==> src/rtl/insn_prefetch_pkg.sv <==
// Shared definitions for the instruction prefetcher.
// - prefetch_state_t : FSM state encoding for insn_prefetch.
// - RESET_CS_DEF / RESET_IP_DEF : default CS:IP loaded at reset.
// - word_addr() : 19-bit word address of the 20-bit physical address CS:IP.
package insn_prefetch_pkg;

  typedef enum logic [1:0] {
    IDLE  = 2'd0,
    FETCH = 2'd1,
    ABORT = 2'd2,
    DRAIN = 2'd3
  } prefetch_state_t;

  localparam logic [15:0] RESET_CS_DEF = 16'hFFFF;
  localparam logic [15:0] RESET_IP_DEF = 16'h0000;

  // ({cs,4'b0} + ip) >> 1 equals {cs,3'b0} + ip[15:1] because {cs,4'b0} is even.
  // The 19-bit sum drops the carry, giving the 1MB wrap.
  function automatic logic [18:0] word_addr(input logic [15:0] cs, input logic [15:0] ip);
    return {cs, 3'b000} + {4'b0000, ip[15:1]};
  endfunction

endpackage

==> src/rtl/insn_prefetch_buffer.sv <==
// Two-byte holding register between the memory bus and the instruction FIFO.
// Ports:
//   clk, reset       clock, asynchronous active-high reset
//   clear            drop all held bytes (has priority over load/pop)
//   load, load_two   capture a fetched word: both bytes, or only the odd byte [15:8]
//   load_data        16-bit memory word, little endian
//   pop              discard the head byte (low address first)
//   head             byte to push next
//   valid_cnt        number of bytes held (0..2)
module insn_prefetch_buffer (
  input  logic        clk,
  input  logic        reset,
  input  logic        clear,
  input  logic        load,
  input  logic        load_two,
  input  logic [15:0] load_data,
  input  logic        pop,
  output logic [7:0]  head,
  output logic [1:0]  valid_cnt
);

  logic [7:0] byte0_q, byte0_d;
  logic [7:0] byte1_q, byte1_d;
  logic [1:0] cnt_q,   cnt_d;

  always_comb begin
    // NOTE: every always_comb output gets a default first so no path infers a latch.
    byte0_d = byte0_q;
    byte1_d = byte1_q;
    cnt_d   = cnt_q;
    if (clear) begin
      byte0_d = 8'h00;
      byte1_d = 8'h00;
      cnt_d   = 2'd0;
    end else if (load) begin
      if (load_two) begin
        byte0_d = load_data[7:0];
        byte1_d = load_data[15:8];
        cnt_d   = 2'd2;
      end else begin
        byte0_d = load_data[15:8];
        byte1_d = 8'h00;
        cnt_d   = 2'd1;
      end
    end else if (pop && (cnt_q != 2'd0)) begin
      byte0_d = byte1_q;
      byte1_d = 8'h00;
      cnt_d   = cnt_q - 2'd1;
    end
  end

  // NOTE: sequential state uses non-blocking assignments only, so every flop
  // samples the pre-edge values regardless of block ordering.
  always_ff @(posedge clk or posedge reset) begin
    if (reset) begin
      byte0_q <= 8'h00;
      byte1_q <= 8'h00;
      cnt_q   <= 2'd0;
    end else begin
      byte0_q <= byte0_d;
      byte1_q <= byte1_d;
      cnt_q   <= cnt_d;
    end
  end

  assign head      = byte0_q;
  assign valid_cnt = cnt_q;

endmodule

==> src/rtl/insn_prefetch.sv <==
// Instruction prefetcher: fetches 16-bit words at CS:IP and pushes them into the
// instruction byte FIFO one byte per cycle; redirects and flushes on a branch.
// Ports:
//   clk, reset                  clock, asynchronous active-high reset
//   load_new_ip, new_cs, new_ip redirect pulse and target CS:IP
//   fifo_wr_en, fifo_wr_data    byte push into the instruction FIFO
//   fifo_full                   FIFO back-pressure
//   fifo_reset                  FIFO flush, same cycle as load_new_ip
//   mem_address, mem_access     word read request, held until mem_ack
//   mem_ack, mem_data           read completion and data
module insn_prefetch
  import insn_prefetch_pkg::*;
#(
  parameter logic [15:0] RESET_CS = RESET_CS_DEF,
  parameter logic [15:0] RESET_IP = RESET_IP_DEF
) (
  input  logic        clk,
  input  logic        reset,
  input  logic        load_new_ip,
  input  logic [15:0] new_cs,
  input  logic [15:0] new_ip,
  output logic        fifo_wr_en,
  output logic [7:0]  fifo_wr_data,
  input  logic        fifo_full,
  output logic        fifo_reset,
  output logic [18:0] mem_address,
  output logic        mem_access,
  input  logic        mem_ack,
  input  logic [15:0] mem_data
);

  prefetch_state_t state_q, state_d;
  logic [15:0]     cs_q, cs_d;
  logic [15:0]     ip_q, ip_d;
  // Address of the outstanding read; frozen so a redirect during the read
  // does not disturb the bus while cs/ip already hold the new target.
  logic [18:0]     req_addr_q, req_addr_d;

  logic       buf_clear, buf_load, buf_load_two, buf_pop;
  logic [7:0] buf_head;
  logic [1:0] buf_cnt;

  insn_prefetch_buffer u_buffer (
    .clk       (clk),
    .reset     (reset),
    .clear     (buf_clear),
    .load      (buf_load),
    .load_two  (buf_load_two),
    .load_data (mem_data),
    .pop       (buf_pop),
    .head      (buf_head),
    .valid_cnt (buf_cnt)
  );

  always_comb begin
    state_d      = state_q;
    cs_d         = cs_q;
    ip_d         = ip_q;
    req_addr_d   = req_addr_q;
    buf_clear    = 1'b0;
    buf_load     = 1'b0;
    buf_load_two = 1'b0;
    buf_pop      = 1'b0;
    fifo_wr_en   = 1'b0;
    mem_access   = 1'b0;

    unique case (state_q)
      IDLE: begin
        if (!load_new_ip) begin
          state_d    = FETCH;
          req_addr_d = word_addr(cs_q, ip_q);
        end
      end
      FETCH: begin
        mem_access = 1'b1;
        if (load_new_ip) begin
          // An ack coinciding with the redirect completes the bus cycle; its data is dropped.
          state_d = mem_ack ? IDLE : ABORT;
        end else if (mem_ack) begin
          buf_load     = 1'b1;
          buf_load_two = ~ip_q[0];
          // An odd IP takes only the high byte, which re-aligns all later fetches.
          ip_d         = ip_q + (ip_q[0] ? 16'd1 : 16'd2);
          state_d      = DRAIN;
        end
      end
      ABORT: begin
        mem_access = 1'b1;
        if (mem_ack) begin
          state_d = IDLE;
        end
      end
      DRAIN: begin
        if (load_new_ip) begin
          state_d = IDLE;
        end else if (!fifo_full) begin
          fifo_wr_en = 1'b1;
          buf_pop    = 1'b1;
          if (buf_cnt <= 2'd1) begin
            state_d = IDLE;
          end
        end
      end
      default: state_d = IDLE;
    endcase

    if (load_new_ip) begin
      cs_d      = new_cs;
      ip_d      = new_ip;
      buf_clear = 1'b1;
    end
  end

  always_ff @(posedge clk or posedge reset) begin
    if (reset) begin
      state_q    <= IDLE;
      cs_q       <= RESET_CS;
      ip_q       <= RESET_IP;
      req_addr_q <= 19'h0;
    end else begin
      state_q    <= state_d;
      cs_q       <= cs_d;
      ip_q       <= ip_d;
      req_addr_q <= req_addr_d;
    end
  end

  assign fifo_reset   = load_new_ip;
  assign fifo_wr_data = fifo_wr_en ? buf_head : 8'h00;
  assign mem_address  = mem_access ? req_addr_q : 19'h0;

endmodule

==> config.mk <==
export PLATFORM = sky130hd
export DESIGN_NAME = insn_prefetch
export DESIGN_NICKNAME = d
export VERILOG_FILES = /design/src/rtl/insn_prefetch_pkg.sv /design/src/rtl/insn_prefetch_buffer.sv /design/src/rtl/insn_prefetch.sv
export SDC_FILE = /design/constraint.sdc
export NUM_CORES = 1
export LEC_CHECK = 0
export BUFFER_PORTS_ARGS = -buffer_cell sky130_fd_sc_hd__buf_4
export CORE_MARGIN = 5
export CORE_UTILIZATION = 57
export CTS_BUF_LIST = sky130_fd_sc_hd__clkbuf_8
export DETAILED_ROUTE_END_ITERATION = 6
export HOLD_SLACK_MARGIN = 0.08
export PLACE_DENSITY = 0.82
export RECOVER_POWER = 100
export SETUP_SLACK_MARGIN = 0.1
export SLEW_MARGIN = 0
export SYNTH_ARGS = -nofsm -noshare
export SYNTH_HDL_FRONTEND = slang
export SYNTH_SLANG_ARGS = --single-unit
==> constraint.sdc <==
create_clock -name clk -period 3.1 [get_ports clk]
set_input_delay 0.155 -clock clk [delete_from_list [all_inputs] [get_ports clk]]
set_output_delay 0.155 -clock clk [all_outputs]
set_load 0.05 [all_outputs]
After elaboration in Yosys (flattened, before gate mapping)
Cells that the tools add are included.
Storage, ports and cells
  register bits: 71
  input port bits: 53
  output and inout port bits: 30
  logic and storage cells: 69
Operators by class
  $add $sub $neg: 3
  order comparisons: 1
  equality and inequality tests: 8
  mux-type cells: 38
  bitwise logic cells: 2
  reductions and logical operators: 10
Operator list (number)
  2-to-1 mux 8 bit: 9
  2-to-1 mux 16 bit: 3
  2-to-1 mux 2 bit: 13
  adder 19 x 15 -> 19 bit: 1
  2-to-1 mux 19 bit: 1
  adder 16 x 2 -> 16 bit: 1
  2-to-1 mux 1 bit: 11
  != test 3 bit, second input constant: 3
  one-hot mux 2 bit (4 select lines): 1
  nonzero test 2 bit: 3
  AND reduction 5 bit: 1
  equality test 2 bit, second input constant: 2
  != test 2 bit, second input constant: 2
  AND reduction 2 bit: 2
  nonzero test 3 bit: 1
  equality test 2 x 1 -> 1 bit, second input constant: 1
  <= comparator 2 x 1 -> 1 bit, second input constant: 1
  zero test 2 bit: 1
  NOT 1 bit: 2
  OR reduction 2 bit: 1
  subtractor 2 x 1 -> 2 bit, second input constant: 1
  logical AND 1 bit: 1

Logic depth before layout (Yosys ltp)
Gate-level depths: netlist of the first run.
  word-level depth: 7
  depth in mapped cells: 9
  gate-level depth less buffers: 8

Hierarchy
Synthesis of the first run repeated with hierarchy kept, for this count alone.
Second synthesis, totals
  cell total of the unflattened synthesis: 428
  area total of the unflattened synthesis: 4204.0 µm²
By module, submodules not included
  insn_prefetch: times used 1, cells each 350, area each 3305.7 µm², seq. area each 1346.3 µm²
  insn_prefetch_buffer: times used 1, cells each 78, area each 898.4 µm², seq. area each 450.4 µm²

Worst setup path before layout of the first run
Ideal clock, no wire load.
  path kind: register -> register
  start: reg ip_q[4]
  end: reg req_addr_q[13]
  library setup time: 0.133 ns
  data arrival time: 2.103 ns
  data required time: 2.967 ns
  slack: 0.864 ns
  cell stages (with the launch flop): 9
  buffers on the path: 0
  period minus slack after synthesis: 2.236 ns
  cell sequence: dfrtp_1 > ha_1 > fa_1 > a21o_1 > a221oi_2 > nor2_2 > a221oi_2 > xor2_1 > o21ai_1
On the way
  word-level cells in the longest chain between the ends: 1
Ends and longest elaborated chain
  start: declaration: line insn_prefetch.sv:34  | logic [15:0] ip_q, ip_d;
  start signal: assignment: line insn_prefetch.sv:123  | ip_q <= ip_d;
  adder 19 x 15 -> 19 bit: line insn_prefetch_pkg.sv:20  | return {cs, 3'b000} + {4'b0000, ip[15:1]};
  end signal: assignment: line insn_prefetch.sv:124  | req_addr_q <= req_addr_d;
  end: declaration: line insn_prefetch.sv:37  | logic [18:0] req_addr_q, req_addr_d;
Every way passes these cells.
A chain may end at the register's enable or synchronous reset.

Worst setup path after layout of the first run
  start: reg state_q[0]
  end: reg u_buffer.byte0_q[4], in the netlist u_buffer.head[4]
On the way
  word-level cells in the longest chain between the ends: 5
  elaborated cells between the ends (all ways): 10
  those cells by class: eq/ne (2); mux (6); reduce/logical (2)
Ends and longest elaborated chain
  start: declaration: line insn_prefetch.sv:32  | prefetch_state_t state_q, state_d;
  start signal: assignment: line insn_prefetch.sv:121  | state_q <= state_d;
  equality test 2 x 1 -> 1 bit: line insn_prefetch.sv:67  | unique case (state_q)
  2-to-1 mux 1 bit: line insn_prefetch.sv:67
  2-to-1 mux 8 bit: line insn_prefetch_buffer.sv:36  | if (load_two) begin
  2-to-1 mux 8 bit: line insn_prefetch_buffer.sv:35  | end else if (load) begin
  2-to-1 mux 8 bit: line insn_prefetch_buffer.sv:31  | if (clear) begin
  end signal: assignment: line insn_prefetch_buffer.sv:60  | byte0_q <= byte0_d;
  end: declaration: line insn_prefetch_buffer.sv:22  | logic [7:0] byte0_q, byte0_d;
Several ways; a longest one is shown, not always the timed one.

==> out/qor.log, run 1 <==
[min_path] path class of the lowest-slack min-delay path in2reg
[setup_path] critical path arrival 2850 ps
[logic_synthesis] Mapped Nets 478
[setup_path] destination of the critical timing path u_buffer.head[4]
[global_route] sum of overflow across all layers after global routing 0
[power] worst supply voltage drop on vdd 312 uV
[setup_path] crit-path max cell delay 900 ps
[logic_synthesis] synthesized flop and latch total 71
[setup_path] Reg2Reg Depth 6
[sta] fmax 0.381 GHz
[sta] final critical path time including I/O delays and setup 2620 ps
[setup_path] gate family responsible for the most delay along the worst path compound AO/OA/AOI/OAI gates
[detailed_routing] total vias in the final route 3439
[power] Lkg Pwr 2.42 nW
[setup_path] cells along the critical path ha_1, nor3b_1, and2b_1, a211oi_1, nor2_2, a22o_1
[logic_synthesis] synthesized area per cell 10.1 um^2
[sta] ratio of final minimum period to clock period 84.6%
[setup_path] cell with the largest stage delay on the worst path a211oi_1
[detailed_routing] per-cell via count in the routed design 5.48
[setup_path] FF-to-FF Start state_q[0]
[floorplanning] row count 30
[detailed_routing] final wirelength 9810 um
[setup_path] WP buf/inv 0
[floorplanning] height of the chip 94.4 um
[sta] summed negative setup slack over all endpoints 0 ps
[setup_path] end of the worst register-to-register path u_buffer.head[4]
[layout] share of post-route cells with drive strength above 1 23.9%
[layout] number of nets in the layout 601
[setup_path] CP Data Required Time 3330 ps
[floorplanning] die width 94.4 um
[layout] most used cells in the layout excluding fill and tap cells buf_4 (74), dfrtp_1 (55), nand2_1 (53)
[setup_path] path type of the worst setup path reg2reg
[global_route] maximum number of pins on one net before global-route repair 59
[setup_path] beginning of the critical path state_q[0]
[logic_synthesis] cell area after synthesis 4060 um^2
[global_route] first-pass GRT wire length 16500 um
[floorplanning] placeable core area 6870 um^2
[clocking] H-tree level count 3
[sta] slew at the pin closest to its max-slew limit 1440 ps
[logic_synthesis] synthesis warning total 0
[clocking] TritonCTS clock tree yes
[setup_path] instance count on the critical path 6
[power] PD cells 706 nW/um^2
[setup_path] Critical Path End Type flop
[logic_synthesis] number of enable flip-flop cells after synthesis 0
[sta] Clock Skew 8.43 ps
[layout] most common cell after layout, fill and taps aside buf_4
[logic_synthesis] async set-or-reset flop fraction in the synthesized netlist 100%
[sta] final setup vio count 0
[layout] antenna diode instance count 0
[detailed_routing] number of routed nets with antenna violations 0
[place] buffers added on ports 82
[floorplanning] Initial Util 59.1%
[setup_path] Crit Path Max Fanout 10
[place] half-perimeter wire length after placement 6860 um
[floorplanning] area enclosed by the die boundary 8910 um^2
[setup_path] kind of start point of the critical path flop
[setup_path] minimum setup slack among reg-to-reg paths 480 ps
[clocking] Post-CTS Resized 0
[sta] RSZ-0062 raised after global routing false
[clocking] CTS Hold Buffers Added 41
[place] global placer's final weighted congestion 0.864
[global_route] gr usage total 23.7%
[clocking] Clock Tree Root clkbuf_8
[clocking] TritonCTS Sinks 71
[clocking] clock edge transition at the registers on the reported setup and hold paths 70 ps
[logic_synthesis] count of mapped cells out of synthesis 403
[run] max-cap check violation count 0
[floorplanning] I/O pin total 83
[detailed_routing] wire per inst 15.6 um
[sta] final-layout worst hold slack 184 ps
[detailed_routing] Detailed Routing Iterations Pass 1 5
[clocking] cts bufs inserted 9
[global_route] number of antenna violations at the first check in global routing 0
[sta] final max-slew violation count 0
[detailed_routing] DRC violations left 0
[outcome] outcome completed
[layout] Area Overhead vs Synth 29.2%
[detailed_routing] DRT iter0 DRCs 209
[sta] number of hold violations in the final report 0
[clocking] maximum root-to-sink buffer count 2
[logic_synthesis] part of the Yosys area used for sequential elements 44.3%
[clocking] Worst-Skew Late Latency 340 ps
[global_route] via count of the first global-routing pass 3510
[logic_synthesis] count of unique library cells instantiated by Yosys 48
[sta] Slew HR 3.74%
[clocking] post-CTS setup buffer count 0
[logic_synthesis] Main synth FF type dfrtp_1
## power breakdown
group          leakage [nW]  switching, mW  total, mW  internal [mW]
clock network         0.102          0.322      0.619          0.297
logic                  1.45           1.17       1.79          0.625
registers             0.865          0.131       1.29           1.15
## sequential cells by signal, indices dropped and copies added, names as in the netlist
name	flops
req_addr_q	19
cs_q	16
ip_q	16
u_buffer.byte1_q	8
u_buffer.head	8
state_q	2
u_buffer.valid_cnt	2
## worst register-to-register path, stage by stage, from the launching register on
cell	delay, ps
dfrtp_1	410
ha_1	220
nor3b_1	230
and2b_1	270
a211oi_1	900
nor2_2	210
a22o_1	260
## through the flow
stage               utilization [%]  power, mW  instance area, um^2  setup WS (ps)  cells
floorplan                         -       2.63                 4060            864    403
global placement               69.4       3.09                 4770            788    570
detailed placement             69.4       3.14                 4770            751    570
CTS                            77.7       3.81                 5340            706    627
global route                   76.3       3.94                 5240            280    627
finish                         76.3       3.70                 5240            478    627
## cell families (layout without fill, tap and decap cells)
group | count (synthesis) | in the layout | share of synthesized area [%]
flip-flops | 71 | 71 | 44.3
multiplexers | 24 | 24 | 6.60
buffers and inverters | 29 | 157 | 2.96
XOR/XNOR | 30 | 30 | 6.47
AO/OA/AOI/OAI | 105 | 105 | 17.5
AND/OR/NAND/NOR | 122 | 122 | 15.2
adder cells (fa/ha/maj) | 22 | 22 | 6.97
## synth_stat cells, types with 4 or more instances
| master | number | area share (%) |
|---|---|---|
| clkbuf_1 | 12 | 1.1 |
| o21ai_0 | 36 | 4.4 |
| and3_1 | 5 | 0.77 |
| inv_1 | 11 | 1.0 |
| a21o_1 | 7 | 1.3 |
| and2_1 | 28 | 4.3 |
| mux2_2 | 22 | 6.1 |
| xor2_1 | 19 | 4.1 |
| nand3_1 | 6 | 0.74 |
| nor2_1 | 16 | 1.5 |
| dfrtp_1 | 55 | 34 |
| ha_1 | 21 | 6.5 |
| nand2_1 | 52 | 4.8 |
| a22oi_1 | 8 | 1.5 |
| a21oi_1 | 12 | 1.5 |
| o21ai_1 | 4 | 0.49 |
| xnor2_1 | 11 | 2.4 |
| dfstp_2 | 16 | 10 |
| a22o_1 | 16 | 3.5 |
## metal layers
layer  GRT usage, %  wire [um]  vias up
met5              0          0        -
met3           4.86        532       19
met1           31.5       4230     1649
met4           8.66        167        0
li1               -          -     1661
met2           38.5       4880      110
## how the worst min path moves through the flow
| stage | end | cells past startpoint | startpoint |
|---|---|---|---|
| floorplan | ip_q[0] | 2 | new_ip[0] |
| global placement | req_addr_q[1] | 2 | reset |
| detailed placement | req_addr_q[2] | 2 | reset |
| CTS | u_buffer.head[1] | 4 | mem_data[1] |
| global route | u_buffer.head[0] | 4 | mem_data[0] |
| finish | u_buffer.head[1] | 4 | mem_data[1] |
## area by class of cell
cell class | instances | area, um^2
Tap cell | 96 | 120
Inverter | 11 | 41.3
Clock buffer | 10 | 138
Fill cell | 517 | 1630
Clock inverter | 6 | 23.8
Sequential cell | 71 | 1800
Timing Repair Buffer | 130 | 1030
Multi-Input combinational cell | 303 | 2090
No activity file was read; power rests on OpenSTA's default activity.
==> inputs of run 2 (changes only) <==
Settings changed: ABC_AREA set to 1, CORE_UTILIZATION 57 to 58, PLACE_DENSITY 0.82 to 0.83.
Clock period 3.1 ns to 2.5 ns, I/O delays scaled along.
==> run 2 against run 1 <==
  * Synthesized cell count increased by 55%
  * First-iteration DRC count grew 33%
  * Register-to-register slack got worse by 140 ps
  * Highest routed layer unchanged
  * Global-route usage increased by 3.6 points
  * Die area grew 7.1%
  * Critical endpoint is now mem_address[10]
  * Worst setup slack got worse by 270 ps
  * Final cell count up 36%
  * Critical path type is now reg2out
  * Sequential cell count did not move
  * Worst hold slack worse by 76 ps
  * Synthesized area rose by 9.8%
==> out/qor.log, run 2 <==
[outcome] outcome completed
[sta] fmax 0.437 GHz
[floorplanning] Initial Util 58.6% [-0.49 points]
[floorplanning] die width 97.7 um [+3.5%]
[sta] final critical path time including I/O delays and setup 2290 ps
[layout] most used cells in the layout excluding fill and tap cells nand2_1 (222), inv_1 (105), buf_4 (55), dfrtp_1 (55), nor2_1 (40)
[global_route] number of antenna violations at the first check in global routing 0 [unchanged]
[sta] number of hold violations in the final report 0 [unchanged]
[place] global placer's final weighted congestion 0.941 [+8.9%]
[clocking] Clock Tree Root clkbuf_8
[floorplanning] height of the chip 97.7 um [+3.5%]
[logic_synthesis] dominant combinational cell family by area after synthesis simple AND/OR/NAND/NOR gates
[layout] Area Overhead vs Synth 26.7%
[clocking] Worst-Skew Late Latency 340 ps [about the same]
[global_route] sum of overflow across all layers after global routing 0 [unchanged]
[clocking] clock edge transition at the registers on the reported setup and hold paths 80 ps [about the same]
[clocking] maximum root-to-sink buffer count 2 [unchanged]
[place] half-perimeter wire length after placement 8970 um [+31%]
[sta] final setup vio count 0 [unchanged]
[logic_synthesis] Synth Area in Compound Gates 10.5% [-7.0 points]
[layout] max FFs per register 19 [unchanged]
[sta] Clock Skew 8.63 ps [+0.198 ps]
[power] PD cells 936 nW/um^2 [+33%]
[logic_synthesis] most common library cells after synthesis nand2_1 (221), inv_1 (103), dfrtp_1 (55)
[layout] share of post-route cells with drive strength above 1 14.4% [-9.5 points]
[logic_synthesis] number of enable flip-flop cells after synthesis 0 [unchanged]
[detailed_routing] DRC violations left 0 [unchanged]
[layout] most common cell after layout, fill and taps aside nand2_1
[layout] number of nets in the layout 821 [+37%]
[clocking] post-CTS setup buffer count 0 [unchanged]
[sta] slew at the pin closest to its max-slew limit 1210 ps [-235 ps]
[detailed_routing] number of routed nets with antenna violations 0 [unchanged]
[layout] registers with the most flip-flops req_addr_q x19, cs_q x16, ip_q x16
[setup_path] kind of start point of the critical path flop
[layout] largest reg by FF count req_addr_q
[setup_path] CP Data Required Time 2380 ps [-950 ps]
[sta] Slew HR 19.4% [+16 points]
[logic_synthesis] Main synth FF type dfrtp_1
[setup_path] cells along the critical path inv_1, ha_1, buf_4, nand2_1, inv_1, clkbuf_2
[logic_synthesis] leading cell type by number of instances after synthesis nand2_1
[logic_synthesis] Mapped Nets 700 [+46%]
[layout] layout filler cell count 615 [+19%]
[clocking] cts bufs inserted 9 [unchanged]
[power] Pwr Total 5.28 mW [+43%]
[detailed_routing] routed length on met3 725 um [+36%]
[setup_path] Critical Path End Type output port
[logic_synthesis] part of the Yosys area used for sequential elements 40.3% [-4.0 points]
[place] worst slack at placement 498 ps [-253 ps]
[power] Lkg Pwr 3.01 nW [+25%]
[setup_path] cell with the largest stage delay on the worst path ha_1
[logic_synthesis] count of mapped cells out of synthesis 625 [+55%]
[logic_synthesis] async set-or-reset flop fraction in the synthesized netlist 100% [unchanged]
[clocking] Post-CTS Resized 0 [unchanged]
[sta] summed negative setup slack over all endpoints 0 ps [unchanged]
[logic_synthesis] library cell occupying the most area in the post-synthesis netlist dfrtp_1
[sta] ratio of final minimum period to clock period 91.5%
[power] worst supply voltage drop on vdd 636 uV [+100%]
[global_route] gr usage total 27.3% [+3.6 points]
[detailed_routing] met2 wirelength from detailed routing 6570 um [+35%]
[global_route] via count of the first global-routing pass 4681 [+33%]
[floorplanning] I/O pin total 83 [unchanged]
[clocking] TritonCTS clock tree yes
[logic_synthesis] cell area after synthesis 4460 um^2 [+9.8%]
[setup_path] path type of the worst setup path reg2out
[clocking] TritonCTS Sinks 71 [unchanged]
[setup_path] FF-to-FF Start state_q[1]
[setup_path] Crit Path Max Fanout 11 [+1]
[detailed_routing] Detailed Routing Iterations Pass 1 5 [unchanged]
[logic_synthesis] synthesized area per cell 7.13 um^2 [-29%]
[layout] antenna diode instance count 0 [unchanged]
[detailed_routing] wire per inst 15.0 um [-4.1%]
[logic_synthesis] multiplexer area fraction after synthesis 0% [-6.6 points]
[setup_path] Most Frequent Cell on Critical Path inv_1
[min_path] path class of the lowest-slack min-delay path in2reg
[logic_synthesis] most area-consuming cells after synthesis dfrtp_1 (31%), nand2_1 (19%), dfstp_2 (9.4%), inv_1 (8.7%), ha_1 (5.9%)
[detailed_routing] Top Metal Used met4
[logic_synthesis] synthesis warning total 0 [unchanged]
[detailed_routing] wire length the detailed router placed on met1 5150 um [+22%]
[detailed_routing] final wirelength 12800 um [+30%]
[detailed_routing] total vias in the final route 4586 [+33%]
[setup_path] beginning of the critical path state_q[1]
[global_route] first-pass GRT wire length 21500 um [+30%]
[floorplanning] placeable core area 7610 um^2 [+11%]
[logic_synthesis] Yosys top cell area share 30.9% [-3.0 points]
[sta] worst setup slack after layout 211 ps [-267 ps]
[setup_path] critical path arrival 2160 ps [-690 ps]
[sta] RSZ-0062 raised after global routing false
[logic_synthesis] post-synthesis xor/xnor area fraction 2.16% [-4.3 points]
[run] max-cap check violation count 0 [unchanged]
[clocking] H-tree level count 3 [unchanged]
[floorplanning] row count 32 [+6.7%]
[detailed_routing] per-cell via count in the routed design 5.38 [-2.0%]
[floorplanning] area enclosed by the die boundary 9540 um^2 [+7.1%]
[clocking] CTS Hold Buffers Added 39 [-4.9%]
[logic_synthesis] simple-gate share of the synthesized area 29.9% [+15 points]
[logic_synthesis] count of unique library cells instantiated by Yosys 37 [-23%]
[sta] final max-slew violation count 0 [unchanged]
[global_route] maximum number of pins on one net before global-route repair 44 [-25%]
[place] buffers added on ports 82 [unchanged]
[setup_path] crit-path max cell delay 630 ps [-270 ps]
[logic_synthesis] synthesized flop and latch total 71 [unchanged]
[logic_synthesis] adder and majority cell fraction of the synthesized area 6.34% [-0.62 points]
[detailed_routing] DRT iter0 DRCs 277 [+33%]
[min_path] Worst Min Path Start mem_data[8]
run 2: kinds of logic (layout without fill, tap and decap cells):
logic type                 after synthesis  after routing
and+or+nand+nor                        320            320
buffers and inverters                  123            249
xor gates and xnor gates                11             11
AOI/OAI and AO/OA                       78             78
adders and majority gates               22             22
DFF                                     71             71
run 2: cell type report:
class                   count  area (um^2)  area share, %
flip-flops and latches     71         1800           31.8
multi-input cells         431         2180           38.6
clock inverters             7         71.3           1.26
repair buffers            126          948           16.8
well taps                 102          128           2.26
inverters                 107          402           7.11
clock buffers               9          124           2.19
run 2: final timing paths:
check,slack (ps),end,cells past startpoint
worst max-delay path,210,mem_address[10],6
worst max register to register,340,u_buffer.valid_cnt[0],9
min in group asynchronous,660,ip_q[5],3
worst min register to register,470,cs_q[8],2
worst min-delay path,110,u_buffer.byte1_q[0],3
max in group asynchronous,550,cs_q[15],4
run 2: power breakdown:
part / total [mW] / leakage, nW / switching, mW / internal, mW
clock: 0.936 / 0.0937 / 0.473 / 0.463
sequential: 1.67 / 0.867 / 0.219 / 1.45
combinational: 2.68 / 2.05 / 1.91 / 0.772
total: 5.28 / 3.01 / 2.60 / 2.68
run 2: metal layers:
layer  vias up  global-route usage (%)
met5         -                       0
met4         0                    11.2
met3        37                    3.95
met2       201                    48.5
met1      2149                    33.0
li1       2199                       -
run 2: critical path: cells and delay by family, from the launching register on:
| kind | cells | cell delay, ps |
|---|---|---|
| buffers and inverters | 4 | 710 |
| flip-flops | 1 | 400 |
| adder cells (fa/ha/maj) | 1 | 630 |
| AND/OR/NAND/NOR | 1 | 70 |
run 2: stage by stage:
| step | std cells | hold slack, ps | area (um^2) | utilization [%] |
|---|---|---|---|---|
| floorplan | 625 | 221 | 4460 | - |
| global placement | 798 | 274 | 5170 | 68.0 |
| detailed placement | 798 | 280 | 5170 | 68.0 |
| CTS | 853 | 83.5 | 5760 | 75.7 |
| global route | 853 | 101 | 5650 | 74.2 |
| finish | 853 | 108 | 5650 | 74.2 |
